<file path="config.mk">
export PLATFORM = sky130hd
export DESIGN_NAME = serial_add_ctrl_flat
export DESIGN_NICKNAME = d
export VERILOG_FILES = /design/src/rtl/serial_add_ctrl_pkg.sv /design/src/rtl/serial_add_ctrl_if.sv /design/src/rtl/serial_add_ctrl_fa.sv /design/src/rtl/serial_add_ctrl.sv /design/src/flat_wrapper.sv
export SDC_FILE = /design/constraint.sdc
export NUM_CORES = 1
export LEC_CHECK = 0
export BUFFER_PORTS_ARGS = -buffer_cell sky130_fd_sc_hd__buf_2
export CAP_MARGIN = 25
export CORE_MARGIN = 5
export CORE_UTILIZATION = 38
export CTS_CLUSTER_SIZE = 40
export DETAILED_ROUTE_END_ITERATION = 16
export HOLD_SLACK_MARGIN = 0.12
export PLACE_DENSITY = 0.67
export SLEW_MARGIN = 20
export SYNTH_ARGS = -nofsm -noshare
export SYNTH_HDL_FRONTEND = slang
export SYNTH_HIERARCHICAL = 1
export SYNTH_SLANG_ARGS = --single-unit
</file>
<file path="constraint.sdc">
create_clock -name clk -period 2.2 [get_ports clk]
set_input_delay 0.33 -clock clk [delete_from_list [all_inputs] [get_ports clk]]
set_output_delay 0.33 -clock clk [all_outputs]
set_load 0.1 [all_outputs]
</file>
<file path="src/rtl/serial_add_ctrl_pkg.sv">
// ---------------------------------------------------------------------------
// serial_add_pkg
// Shared definitions for the bit-serial adder controller:
//   - WIDTH_DEFAULT : default operand/result width
//   - state_t       : FSM state encoding (IDLE=0, RUN=1, DONE=2)
//   - cnt_width()   : bit counter width, max(1, clog2(width))
// ---------------------------------------------------------------------------
package serial_add_pkg;

    localparam int WIDTH_DEFAULT = 8;

    typedef enum logic [1:0] {
        ST_IDLE = 2'd0,
        ST_RUN  = 2'd1,
        ST_DONE = 2'd2
    } state_t;

    // A one-bit operand still needs a one-bit counter, hence the floor of 1.
    function automatic int cnt_width(input int w);
        int c;
        c = $clog2(w);
        return (c < 1) ? 1 : c;
    endfunction

endpackage

</file>
<file path="src/rtl/serial_add_ctrl_if.sv">
// ---------------------------------------------------------------------------
// serial_add_ctrl_if
// Request/result bundle for serial_add_ctrl.
//   start     : request one addition (requester -> adder)
//   a_in/b_in : operands, captured on the accepted start
//   busy      : adder is in RUN or DONE
//   done      : one-cycle pulse, result valid
//   sum_out   : A+B mod 2^WIDTH
//   carry_out : carry out of bit WIDTH-1
// Modports: master = requester side, slave = adder side.
// ---------------------------------------------------------------------------
interface serial_add_ctrl_if
    import serial_add_pkg::*;
#(
    parameter int WIDTH = WIDTH_DEFAULT
) ();

    logic             start;
    logic [WIDTH-1:0] a_in;
    logic [WIDTH-1:0] b_in;
    logic             busy;
    logic             done;
    logic [WIDTH-1:0] sum_out;
    logic             carry_out;

    modport master (
        output start, a_in, b_in,
        input  busy, done, sum_out, carry_out
    );

    modport slave (
        input  start, a_in, b_in,
        output busy, done, sum_out, carry_out
    );

endinterface

</file>
<file path="src/rtl/serial_add_ctrl_fa.sv">
// ---------------------------------------------------------------------------
// serial_fa
// Combinational one-bit full adder built from two half-adder stages and an
// OR that merges their carries.
//   a, b, cin : addend bits and carry in
//   sum       : a ^ b ^ cin
//   cout      : carry out
// ---------------------------------------------------------------------------
module serial_fa (
    input  logic a,
    input  logic b,
    input  logic cin,
    output logic sum,
    output logic cout
);

    logic w_ha0_sum;
    logic w_ha0_carry;
    logic w_ha1_carry;

    // First half adder: a + b
    assign w_ha0_sum   = a ^ b;
    assign w_ha0_carry = a & b;

    // Second half adder: partial sum + cin
    assign sum         = w_ha0_sum ^ cin;
    assign w_ha1_carry = w_ha0_sum & cin;

    assign cout        = w_ha0_carry | w_ha1_carry;

endmodule

</file>
<file path="src/rtl/serial_add_ctrl.sv">
// ---------------------------------------------------------------------------
// serial_add_ctrl
// Bit-serial adder controller. An accepted start captures A and B, then one
// full-adder cell processes one bit per RUN cycle, LSB first, for WIDTH
// cycles. The completed sum and carry are registered onto the outputs as the
// FSM enters DONE and are held there until the next operation completes.
//   clk  : single clock, rising edge
//   rst  : asynchronous, active-high reset
//   bus  : serial_add_ctrl_if.slave (start, a_in, b_in, busy, done,
//          sum_out, carry_out)
// Latency: start sampled at edge N -> done sampled high at edge N+WIDTH+1.
// ---------------------------------------------------------------------------
module serial_add_ctrl
    import serial_add_pkg::*;
#(
    parameter int WIDTH = WIDTH_DEFAULT
) (
    input  logic                clk,
    input  logic                rst,
    serial_add_ctrl_if.slave    bus
);

    localparam int CNT_W = cnt_width(WIDTH);

    if (WIDTH < 1 || WIDTH > 32) begin : g_width_check
        $error("serial_add_ctrl: WIDTH must be in 1..32");
    end

    state_t             r_state;
    logic [WIDTH-1:0]   r_a;
    logic [WIDTH-1:0]   r_b;
    logic [WIDTH-1:0]   r_res;
    logic [CNT_W-1:0]   r_cnt;
    logic               r_c;
    logic               r_busy;
    logic               r_done;
    logic [WIDTH-1:0]   r_sum;
    logic               r_carry;

    logic               w_sum;
    logic               w_cout;
    logic               w_last;
    logic [WIDTH-1:0]   w_res_next;

    serial_fa u_fa (
        .a    (r_a[0]),
        .b    (r_b[0]),
        .cin  (r_c),
        .sum  (w_sum),
        .cout (w_cout)
    );

    assign w_last = (r_cnt == CNT_W'(WIDTH - 1));

    // Sum bits enter at the MSB and migrate down, so after WIDTH shifts
    // bit 0 of the result sits at the LSB. Written as shift-then-set so the
    // same expression also holds for WIDTH=1.
    always_comb begin
        w_res_next            = r_res >> 1;
        w_res_next[WIDTH-1]   = w_sum;
    end

    always_ff @(posedge clk or posedge rst) begin
        if (rst) begin
            r_state <= ST_IDLE;
            r_a     <= '0;
            r_b     <= '0;
            r_res   <= '0;
            r_cnt   <= '0;
            r_c     <= 1'b0;
            r_busy  <= 1'b0;
            r_done  <= 1'b0;
            r_sum   <= '0;
            r_carry <= 1'b0;
        end else begin
            case (r_state)
                ST_IDLE: begin
                    r_done <= 1'b0;
                    if (bus.start) begin
                        r_a     <= bus.a_in;
                        r_b     <= bus.b_in;
                        r_res   <= '0;
                        r_cnt   <= '0;
                        r_c     <= 1'b0;
                        r_busy  <= 1'b1;
                        r_state <= ST_RUN;
                    end
                end

                ST_RUN: begin
                    r_a   <= r_a >> 1;
                    r_b   <= r_b >> 1;
                    r_res <= w_res_next;
                    r_c   <= w_cout;
                    if (w_last) begin
                        // Counter parks at WIDTH-1 rather than wrapping.
                        r_sum   <= w_res_next;
                        r_carry <= w_cout;
                        r_done  <= 1'b1;
                        r_state <= ST_DONE;
                    end else begin
                        r_cnt <= r_cnt + CNT_W'(1);
                    end
                end

                ST_DONE: begin
                    r_done  <= 1'b0;
                    r_busy  <= 1'b0;
                    r_state <= ST_IDLE;
                end

                default: begin
                    r_done  <= 1'b0;
                    r_busy  <= 1'b0;
                    r_state <= ST_IDLE;
                end
            endcase
        end
    end

    assign bus.busy      = r_busy;
    assign bus.done      = r_done;
    assign bus.sum_out   = r_sum;
    assign bus.carry_out = r_carry;

endmodule

</file>
<file path="src/flat_wrapper.sv">
// flat-port wrapper written by rule: the top's interface ports become plain ports
module serial_add_ctrl_flat import serial_add_pkg::*;
#(
    parameter int WIDTH = WIDTH_DEFAULT
)
  (clk, rst, bus_start, bus_a_in, bus_b_in, bus_busy, bus_done, bus_sum_out, bus_carry_out);
  serial_add_ctrl_if #(.WIDTH(WIDTH)) bus_i ();
  input  logic clk;
  input  logic rst;
  input wire logic [$bits(bus_i.start)-1:0] bus_start;
  input wire logic [$bits(bus_i.a_in)-1:0] bus_a_in;
  input wire logic [$bits(bus_i.b_in)-1:0] bus_b_in;
  output wire logic [$bits(bus_i.busy)-1:0] bus_busy;
  output wire logic [$bits(bus_i.done)-1:0] bus_done;
  output wire logic [$bits(bus_i.sum_out)-1:0] bus_sum_out;
  output wire logic [$bits(bus_i.carry_out)-1:0] bus_carry_out;
  assign bus_i.start = bus_start;
  assign bus_i.a_in = bus_a_in;
  assign bus_i.b_in = bus_b_in;
  assign bus_busy = bus_i.busy;
  assign bus_done = bus_i.done;
  assign bus_sum_out = bus_i.sum_out;
  assign bus_carry_out = bus_i.carry_out;
  serial_add_ctrl #(.WIDTH(WIDTH)) u_core (.clk(clk), .rst(rst), .bus(bus_i));
endmodule
</file>
==> reports/results.tsv <==
stage	metric	value	unit
route	Via-to-Cell Ratio	5.467	
timing	Worst Hold Slack	0.1325	ns
logic_synthesis	Seq/Total Area, Yosys	54.53	%
placement	IO Port Bufs	29	
power_and_ir_drop	P per Cell Area	1741	nW/um^2
timing	min Tclk post-route	1.517	ns
timing	Max Clock Skew	0.008942	ns
logic_synthesis	#FFs+latches synth	40	
power_and_ir_drop	Static Leak	1.000	nW
logic_synthesis	syn nets	182	
hold_path	Min-Delay Path Class	in -> async	
layout	FF/Latch Area	1001	um^2
setup_path	Crit. End Element	flip-flop	
placement	Final Wtd Congestion	0.7755	
floorplanning	FP Rows	25	
floorplanning	Die Height	79.50	um
logic_synthesis	Avg Inst Size Synth	11.54	um^2
timing	Setup violations, final	0	
cts	post-cts sizing count	0	
placement	Placed Area	2002	um^2
logic_synthesis	Post-Syn Instances	159	
timing	final worst-path cycle share	68.95	%
setup_path	Critical Path Sink	u_core/r_cnt[0]$_DFFE_PP0P_	
route	Vias	1323	
global_routing	number of global-route vias before repair	1266	
cts	CTS Root Cell	clkbuf_8	
cts	H-tree levels	2	
setup_path	CP Class	reg -> reg	
cts	clock buffer depth	2	
logic_synthesis	Synth Flop Type	dfrtp_1	
layout	Inserted Diodes	0	
cts	Num Clock Sinks	40	
floorplanning	core area	4692	um^2
route	Detailed Routing Iterations Pass 1	4	
setup_path	crit path DAT	1.76	ns
power_and_ir_drop	total power	3.688	mW
setup_path	Worst R2R Path Depth	3	
layout	Util after Layout	45.15	%
global_routing	gr ovfl total	0	
layout	area of the multi-input gates	743.2	um^2
placement	Place WS	0.6814	ns
logic_synthesis	synthesized area	1836	um^2
global_routing	first-pass GRT wire length	5.740	mm
cts	Hold Buf Count CTS	0	
layout	Non-Filler Instances	242	
placement	post-DP HPWL	2.298	mm
setup_path	Crit Path Max Fanout	20	
cts	CTS buffer count	5	
route	DRT iter0 DRCs	86	
timing	Final Max Tran Viols	0	
global_routing	Global Route Usage Sum	11.60	%
setup_path	crit path from	u_core/r_state[0]$_DFFE_PP0P_	
logic_synthesis	Yosys Warn Count	6	
setup_path	Worst R2R Start	u_core/r_state[0]$_DFFE_PP0P_	
route	final WL	3.355	mm
placement	DP Cell Count	234	
timing	setup tns final	0	ns
timing	slew at the pin with the worst max-slew slack	0.7354	ns
run	Max-cap violations	0	
timing	RSZ-0062 raised after global routing	no	
cts	worst skew pair latency	0.30	ns
setup_path	reg2reg setup slack	0.68	ns
layout	Final Instance Area	2118	um^2
outcome	status	finished clean	
floorplanning	Die Area	6320	um^2
route	antenna viol nets, final	0	
cts	CTS tree	yes	
global_routing	antenna violations before repair	0	
setup_path	RR Endpoint	u_core/r_cnt[0]$_DFFE_PP0P_	
logic_synthesis	Unique masters post-synth	23	
floorplanning	Initial Util	39.12	%
global_routing	largest net degree at the start of global routing	41	
layout	Layout area overhead	15.41	%
cts	Post-CTS Setup Bufs	0	
timing	fmax	0.6592	GHz
logic_synthesis	EDFF count, synth	0	
timing	setup slack after layout	0.6831	ns
layout	Fillers	437	
setup_path	WP data required	2.44	ns
power_and_ir_drop	Max IR drop VDD	616.2	uV
floorplanning	IO Count	30	
timing	relative slew slack	50.64	%
timing	final hold violation count	0	
route	wire per inst	13.86	um
layout	fraction of layout cells with a size suffix above 1	29.26	%
route	DRC viols	0	
layout	NumNets Final	210	
logic_synthesis	Synth async-reset ratio	100.0	%
cts	clock-pin slew on the worst setup and hold paths	0.08	ns
setup_path	startpoint types	flip-flop	
floorplanning	Die W	79.50	um
placed cells by master (no fill, tap or decap), drive strengths merged:
master,instances
a22o,13
ha,3
mux2,10
nor2b,2
nor3,42
inv,4
nand2,3
fa,1
a21oi,2
o21ai,5
bufinv,1
nand2b,4
nor2,4
dfrtp,40
buf,33
clkinv,2
clkbuf,5
o22ai,14
per-layer routing:
| metal | global-route usage (%) | wire (um) |
|---|---|---|
| met2 | 17.86 | 1567 |
| met3 | 3.273 | 147 |
| met1 | 14.84 | 1559 |
| met4 | 5.842 | 80 |
| met5 | 0 | 0 |
layout make-up:
class | count | share of cell area (%)
repair buffers | 33 | 8.269
flip-flops and latches | 40 | 47.25
well taps | 54 | 3.190
clock buffers | 5 | 3.249
clock inverters | 3 | 2.245
inverters | 4 | 0.7088
multi-input cells | 103 | 35.09
how the worst min path moves through the flow:
| stage | to | slack [ns] | cells past startpoint |
|---|---|---|---|
| 2_1_floorplan | u_core/r_a[7]$_DFFE_PP0P_ | 0.47 | 2 |
| 3_3_place_gp | u_core/bus.done$_DFFE_PP0P_ | 0.47 | 2 |
| 3_5_place_dp | u_core/bus.sum_out[2]$_DFFE_PP0P_ | 0.47 | 3 |
| 4_1_cts | u_core/bus.sum_out[3]$_DFFE_PP0P_ | 0.15 | 3 |
| 5_1_grt | u_core/bus.sum_out[3]$_DFFE_PP0P_ | 0.21 | 3 |
| 6_report | u_core/bus.sum_out[3]$_DFFE_PP0P_ | 0.13 | 3 |
report_power, final:
part           internal (mW)  leakage [nW]  switching, mW
logic                  0.573         0.456           1.19
registers               1.07         0.486          0.241
clock network          0.341        0.0583          0.270
flip-flops by register name, indices dropped and copies added, names as in the netlist:
register,count
u_core/bus.carry_out,1
u_core/bus.done,1
u_core/r_state,2
u_core/r_c,1
u_core/r_b,8
u_core/bus.busy,1
u_core/r_cnt,3
u_core/bus.sum_out,8
u_core/r_res,7
u_core/r_a,8
kinds of logic after synthesis:
family	after synthesis	share of synthesized area, %
compound gates	34	12.88
fa+ha+maj	4	3.136
buf+inv	16	4.975
flops	40	54.53
mux	10	7.975
simple gates	55	16.50
worst max-delay path, cell delays in order, from the launching register on:
cell	delay [ns]
dfrtp_1	0.40
buf_4	0.21
o21ai_1	0.61
a22o_1	0.25
cell usage after synthesis (3+ instances only):
cell	count	share of area [%]
o22ai_1	14	4.8
nor3_1	42	11
o21ai_0	4	1.1
nor2_1	4	0.82
mux2_4	9	7.4
dfrtp_1	40	55
ha_1	3	2.0
inv_1	4	0.82
a22o_1	13	6.2
buf_2	7	1.9
Note: power is estimated with default switching activity, not from simulation.
